<file path="config.mk">
export PLATFORM = sky130hd
export DESIGN_NAME = div_16by8_seq
export DESIGN_NICKNAME = d
export VERILOG_FILES = /design/src/rtl/div_16by8_seq.sv
export SDC_FILE = /design/constraint.sdc
export NUM_CORES = 1
export LEC_CHECK = 0
export CAP_MARGIN = 20
export CORE_UTILIZATION = 35
export DETAILED_ROUTE_END_ITERATION = 10
export GPL_ROUTABILITY_DRIVEN = 0
export SLEW_MARGIN = 5
export SYNTH_ARGS = -nofsm -noshare
export SYNTH_HDL_FRONTEND = slang
export SYNTH_SLANG_ARGS = --single-unit
</file>
<file path="constraint.sdc">
create_clock -name clk -period 2.37 [get_ports clk]
set_clock_uncertainty 0.15 [all_clocks]
set_input_delay 0.474 -clock clk [delete_from_list [all_inputs] [get_ports clk]]
set_output_delay 0.474 -clock clk [all_outputs]
set_load 0.05 [all_outputs]
</file>
<file path="src/rtl/div_16by8_seq.sv">
// Sequential restoring divider: DW-bit unsigned dividend by VW-bit unsigned divisor,
// one quotient bit per cycle, valid/ready handshake on both sides.
module div_16by8_seq #(
  parameter int DW = 16,
  parameter int VW = 8
) (
  input  logic          clk,
  input  logic          rst,
  input  logic          IN_VALID,
  output logic          IN_READY,
  input  logic [DW-1:0] A,
  input  logic [VW-1:0] B,
  output logic          OUT_VALID,
  input  logic          OUT_READY,
  output logic [DW-1:0] Q,
  output logic [VW-1:0] R,
  output logic          DBZ
);

  localparam int CW = (DW > 1) ? $clog2(DW) : 1;

  typedef enum logic [1:0] {
    IDLE = 2'd0,
    BUSY = 2'd1,
    DONE = 2'd2
  } state_t;

  state_t        state_r;
  state_t        state_nxt_s;
  logic [VW-1:0] b_r;
  logic [VW-1:0] prem_r;
  logic [DW-1:0] qsr_r;
  logic [CW-1:0] cnt_r;
  logic [DW-1:0] q_r;
  logic [VW-1:0] r_r;
  logic          dbz_r;

  logic [VW:0]   p_s;
  logic          ge_s;
  logic [VW-1:0] step_prem_s;
  logic [DW-1:0] step_qsr_s;

  // State register
  always_ff @(posedge clk) begin
    if (rst) begin
      state_r <= IDLE;
    end else begin
      state_r <= state_nxt_s;
    end
  end

  // Next-state decode
  always_comb begin
    state_nxt_s = state_r;
    case (state_r)
      IDLE: begin
        if (IN_VALID) begin
          state_nxt_s = (B == {VW{1'b0}}) ? DONE : BUSY;
        end else begin
          state_nxt_s = IDLE;
        end
      end
      BUSY: begin
        if (cnt_r == {CW{1'b0}}) begin
          state_nxt_s = DONE;
        end else begin
          state_nxt_s = BUSY;
        end
      end
      DONE: begin
        if (OUT_READY) begin
          state_nxt_s = IDLE;
        end else begin
          state_nxt_s = DONE;
        end
      end
      default: state_nxt_s = IDLE;
    endcase
  end

  // One restoring step. The compare is VW+1 bits wide; the difference is kept
  // at VW bits because a restored remainder is always below the divisor.
  always_comb begin
    p_s         = {prem_r, qsr_r[DW-1]};
    ge_s        = (p_s >= {1'b0, b_r});
    step_prem_s = p_s[VW-1:0];
    if (ge_s) begin
      step_prem_s = p_s[VW-1:0] - b_r;
    end else begin
      step_prem_s = p_s[VW-1:0];
    end
    step_qsr_s = {qsr_r[DW-2:0], ge_s};
  end

  // Operand capture, iteration datapath and result registers
  always_ff @(posedge clk) begin
    if (rst) begin
      b_r    <= {VW{1'b0}};
      prem_r <= {VW{1'b0}};
      qsr_r  <= {DW{1'b0}};
      cnt_r  <= {CW{1'b0}};
      q_r    <= {DW{1'b0}};
      r_r    <= {VW{1'b0}};
      dbz_r  <= 1'b0;
    end else begin
      case (state_r)
        IDLE: begin
          if (IN_VALID) begin
            b_r <= B;
            if (B == {VW{1'b0}}) begin
              q_r   <= {DW{1'b1}};
              r_r   <= A[VW-1:0];
              dbz_r <= 1'b1;
            end else begin
              prem_r <= {VW{1'b0}};
              qsr_r  <= A;
              cnt_r  <= CW'(DW - 1);
            end
          end
        end
        BUSY: begin
          prem_r <= step_prem_s;
          qsr_r  <= step_qsr_s;
          if (cnt_r == {CW{1'b0}}) begin
            q_r   <= step_qsr_s;
            r_r   <= step_prem_s;
            dbz_r <= 1'b0;
          end else begin
            cnt_r <= cnt_r - {{(CW-1){1'b0}}, 1'b1};
          end
        end
        DONE: begin
          q_r <= q_r;
        end
        default: begin
          q_r <= q_r;
        end
      endcase
    end
  end

  assign IN_READY  = (state_r == IDLE);
  assign OUT_VALID = (state_r == DONE);
  assign Q         = q_r;
  assign R         = r_r;
  assign DBZ       = dbz_r;

endmodule

</file>
# Word-level counts from Yosys, hierarchy flattened
# Cells that the tools add are included.
# classes
n_eq_ne	7
reduce_logical	8
magnitude_cmp	1
n_mux	28
n_addsub	2
# op_table
operator	count
$mux 16	5
$pmux 16 s2	2
$mux 8	6
$pmux 8 s2	2
$mux 4	3
$ge 9x8->1	1
$logic_not 8->1	1
$mux 2	4
$ne 2x2->1 const B	4
$pmux 4 s2	1
$reduce_and 4->1	2
$sub 8x8->8	1
$pmux 2 s3	1
$logic_not 4->1	1
$sub 4x1->4 const B	1
$mux 1	3
$reduce_and 3->1	1
$eq 2x1->1 const B	1
$eq 2x2->1 const B	1
$logic_not 2->1	1
$ne 2x1->1 const B	1
$pmux 1 s2	1
$reduce_and 2->1	1
$reduce_bool 2->1	1
# word_totals
ff_bits	63
out_inout_bits	27
elab_cells	54
in_bits	28

# Logic depth before layout (Yosys ltp)
# logic_depth
depth_word	4
depth_mapped	9
depth_no_buf	9

# Worst setup path before layout
# Ideal clock, no wire load.
# synth_timing
kind	flip-flop to flip-flop
from	reg state_r[1]
to	reg qsr_r[15]
slack_ps	-43
setup_time_ps	133
period_less_slack_ps	2413
stages_incl_launch_ff	8
path_buffers	1
required_time_ps	2087
t_arrival_ps	2130
cell_sequence	dfxtp_1 -> nor2_1 -> nand2_1 -> nor2_1 -> buf_4 -> nor2_1 -> a211oi_1 -> nor3_1
# synth_between
elab_chain_len	3
elab_cells_between_ends	7
classes_between	eq/ne: 3; mux: 1; reduce/logical: 3
# synth_rtl
item	line_no	rtl
from (decl)	28	state_t state_r;
from (signal assigned)	48	state_r <= state_nxt_s;
$logic_not 2->1 (*)	-	
via IN_READY	10	output logic IN_READY,
$ne 2x2->1 (no line) / $reduce_bool 2->1 (equally long branches)	-	
$reduce_and 3->1 (no line)	-	
to (signal assigned)	100	qsr_r <= {DW{1'b0}};
to (signal assigned)	123	qsr_r <= step_qsr_s;
to (decl)	32	logic [DW-1:0] qsr_r;
# Mark *: on every way through the listed nets, which the timed path passes. The rest lies on a longest branch.
# A chain may end at the register's enable or synchronous reset.

# Final worst setup path
# layout_timing
from	reg qsr_r[15]
to	reg r_r[6] (netlist: R[6])
# layout_between
elab_chain_len	4
elab_cells_between_ends	5
classes_between	add/sub: 1; order compare: 1; mux: 3
# layout_rtl
item	line_no	rtl
$sub 8x8->8 / $ge 9x8->1 (equally long branches)	88, 85	
$mux 8 (*)	87	if (ge_s) begin
$mux 8 (*)	124	if (cnt_r == {CW{1'b0}}) begin
$pmux 8 s2 (*)	106	case (state_r)
to (signal assigned)	103	r_r <= {VW{1'b0}};
to (signal assigned)	112	r_r <= A[VW-1:0];
to (signal assigned)	126	r_r <= step_prem_s;
to (decl)	35	logic [VW-1:0] r_r;
# Mark *: on every way between the ends. The rest lies on a longest branch, timed or not. The select of a mux whose other input is x is not followed.

==> results.txt <==
----------------------------------------------------
[Status]
  Outcome ... finished, final reports clean

[Synthesis]
  Number of warnings issued by yosys ... 0
  Unique masters post-synth ... 50
  Yosys top cell by area ... sky130_fd_sc_hd__dfxtp_1
  Synthesized cell area ... 0.002954 mm²
  Syn_area_per_cell ... 8.229 µm²
  Cell with the most instances after synthesis ... sky130_fd_sc_hd__nor2_1
  Number of enable flip-flop cells after synthesis ... 0
  Synthesized net count ... 398
  Flop and latch count out of synthesis ... 63
  Gate Count Post-Synth ... 359
  Post-synth ARST share ... 0%
  Predominant post-synthesis flop cell ... sky130_fd_sc_hd__dfxtp_1
  Share of the synthesized area in the top cell type ... 42.69%
  Sequential area share after synthesis ... 42.69%
  Commonest cells in the netlist ... sky130_fd_sc_hd__nor2_1, sky130_fd_sc_hd__dfxtp_1, sky130_fd_sc_hd__nand2_1
  Synth top area cells ... sky130_fd_sc_hd__dfxtp_1, sky130_fd_sc_hd__nor2_1, sky130_fd_sc_hd__nand2_1

[Worst setup path]
  R2r setup slk ... 0.13 ns
  Cell with the largest stage delay on the worst path ... sky130_fd_sc_hd__dfxtp_1
  Critical Path Sink Type ... flop
  Worst-path maximum fanout ... 3
  Number of cells on the worst reg-to-reg path ... 9
  Reg-to-Reg End ... R[6]
  Setup crit start ... qsr_r[15]
  Series of cell instances along the critical path ... inv_1 > ha_2 > fa_2 > nor2b_2 > o31a_1 > o21a_1 > or3_1 > a31oi_2 > a311oi_1
  Required time of the worst setup path ... 2.44 ns
  Reg2Reg Launch Point ... qsr_r[15]
  Biggest cell delay along the critical path ... 0.32 ns
  Startpoint types ... flop
  Category of the critical setup timing path ... reg2reg
  Arrival time reported for the critical path endpoint ... 2.31 ns
  Worst setup path end ... R[6]

[Floorplanning]
  Std cell rows ... 33
  Initial cell density of the core ... 36.13%
  Boundary Pins ... 55
  Height of the chip ... 93.87 µm
  Width of the die ... 93.87 µm
  Placeable core region ... 0.008175 mm²
  Full die area ... 0.008812 mm²

[CTS]
  CTS tree ... yes
  Worst-skew pair later-pin latency ... 0.34 ns
  Count of H-tree levels built during CTS ... 3
  Clock transition at path regs ... 0.08 ns
  Maximum buffer depth of the clock tree ... 2
  Num CTS Buffers ... 9
  Post-CTS Hold Buffers ... 0
  Clock net sink count ... 63
  CTS Root Cell ... sky130_fd_sc_hd__clkbuf_8

[Timing]
  Max-slew violation count ... 0
  Number of hold violations in the final report ... 0
  Final cycle utilization of the critical path ... 94.41%
  Highest attainable clock frequency ... 446.9 MHz
  Relative slew slack ... 48.51%
  Crit path time final ... 2.238 ns
  Total Negative Setup Slacks ... 0 ns
  RSZ-0062 raised after global routing ... no
  Worst hold slack after final layout ... 0.3082 ns
  Setup Viol. Count Final ... 0
  Slew at the pin with the worst max-slew slack ... 0.7723 ns

[Global route]
  Global-route total usage across every layer ... 17.30%
  Grt ovf ... 0
  Largest net degree at the start of global routing ... 41
  Initial antenna violation count ... 0
  Via count of the first global-routing pass ... 2,505
  Wire length of the first global-routing pass ... 11.86 mm

[Layout]
  Sequential Area ... 0.001261 mm²
  Area of the multi-input gates ... 0.001584 mm²
  Number of fill cells ... 833
  Relative area change from synthesis to final layout ... 35.87%
  Number of nets in the finished design ... 467
  Post-route insts no fill ... 538
  Total inserted antenna cells ... 0
  Fraction of layout instances using a drive strength above 1 ... 15.24%

[Route]
  First-pass detailed-route iteration total ... 5
  Total routed wire length on the met1 layer ... 3.506 mm
  Met3 wirelength from detailed routing ... 279 µm
  ANT nets after route ... 0
  Number of vias per cell after detailed routing ... 5.037
  Routed wire length ... 7.164 mm
  Highest routed layer ... met4
  DRC viols ... 0
  Average routed wire per standard cell ... 13.32 µm
  Number of violations reported at the end of detailed-routing iteration 0 ... 126
  Via count ... 2,710
  Routed met2 length ... 3.263 mm

[Place]
  Final HPWL from detailed placement ... 5.139 mm
  Port Buffer Count ... 54
  Dpl cells ... 521

[Power]
  Leakage power of the design ... 1.550 nW
  Areal power density over the cells ... 935.0 mW/mm²
  Maximum resistive drop on vdd ... 0.4230 mV

[Min path]
  Worst min-delay path class ... reg2reg
  Worst min-delay path startpoint ... b_r[5]

[Run]
  Number of max-capacitance violations reported ... 0

----------------------------------------------------
[worst max-delay path: cells and delay by family, from the launching register on]
family | cells | cell delay [ns]
fa+ha+maj | 2 | 0.43
buf+inv | 1 | 0.11
compound gates | 4 | 0.75
flops | 1 | 0.32
simple gates | 2 | 0.37
[where the power goes]
| group | switching, W | leakage, nW | internal (W) | total (W) |
|---|---|---|---|---|
| clock network | 0.000469 | 0.114 | 0.000605 | 0.00107 |
| registers | 0.0000912 | 0.515 | 0.00118 | 0.00127 |
| logic | 0.000797 | 0.920 | 0.000613 | 0.00141 |
[layout make-up]
cell class | instances | share of cell area, %
clock inverter | 7 | 2.587
tap | 105 | 3.273
multi-input combinational | 262 | 39.46
timing repair buffer | 79 | 18.95
inverter | 13 | 1.216
sequential | 63 | 31.42
clock buffer | 9 | 3.086
[registers in the layout, summed over array words and instances (netlist names)]
register,count
DBZ,1
Q,16
R,8
b_r,8
cnt_r,4
prem_r,8
qsr_r,16
state_r,2
[how the worst min path moves through the flow]
| stage | end | cells past startpoint | slack, ns |
|---|---|---|---|
| 2_1_floorplan | b_r[2] | 2 | 0.29 |
| 3_3_place_gp | b_r[5] | 2 | 0.30 |
| 3_5_place_dp | b_r[5] | 2 | 0.30 |
| 4_1_cts | b_r[5] | 2 | 0.31 |
| 5_1_grt | DBZ | 2 | 0.32 |
| 6_report | b_r[5] | 2 | 0.31 |
[cells in the final DEF (no fill, tap or decap), types with 8 or more instances in the layout]
master and count:
sky130_fd_sc_hd__clkdlybuf4s50_1 51, sky130_fd_sc_hd__mux2i_1 8, sky130_fd_sc_hd__o21ai_0 8, sky130_fd_sc_hd__nor3_1 21, sky130_fd_sc_hd__nand2_1 39, sky130_fd_sc_hd__inv_1 13, sky130_fd_sc_hd__buf_4 23, sky130_fd_sc_hd__dfxtp_1 63
sky130_fd_sc_hd__clkbuf_8 9, sky130_fd_sc_hd__a21oi_1 25, sky130_fd_sc_hd__nor2_1 70, sky130_fd_sc_hd__a211oi_1 10
[cell families after synthesis]
logic type,after synthesis,synth area share (%)
AND/OR/NAND/NOR,158,23.68
AO/OA/AOI/OAI,83,20.12
flip-flops,63,42.69
buffers and inverters,34,5.294
adder cells (fa/ha/maj),11,4.913
multiplexers,8,2.711
XOR/XNOR,2,0.5931
[routing by layer]
layer / up-vias / track usage, %
li1: 1408 / -
met1: 1243 / 22.80
met2: 49 / 27.19
met3: 10 / 4.126
met4: 0 / 6.667
met5: - / 0
[repair_timing]
action                     in CTS  in global routing
setup endpoints to repair       0                  6
buffers inserted                0                  1
gates resized for setup         0                  9
[metrics by stage]
stage / utilization [%] / worst slack, ns / area, µm² / total power (W)
floorplan: - / 0.1994 / 2957 / 0.002274
global placement: 45.64 / -0.1537 / 3731 / 0.002613
detailed placement: 45.64 / -0.2101 / 3731 / 0.002637
CTS: 48.42 / 0.007977 / 3959 / 0.003714
global route: 49.10 / 0.005486 / 4014 / 0.003985
finish: 49.10 / 0.1324 / 4014 / 0.003753
(Power assumes the default switching activity.)
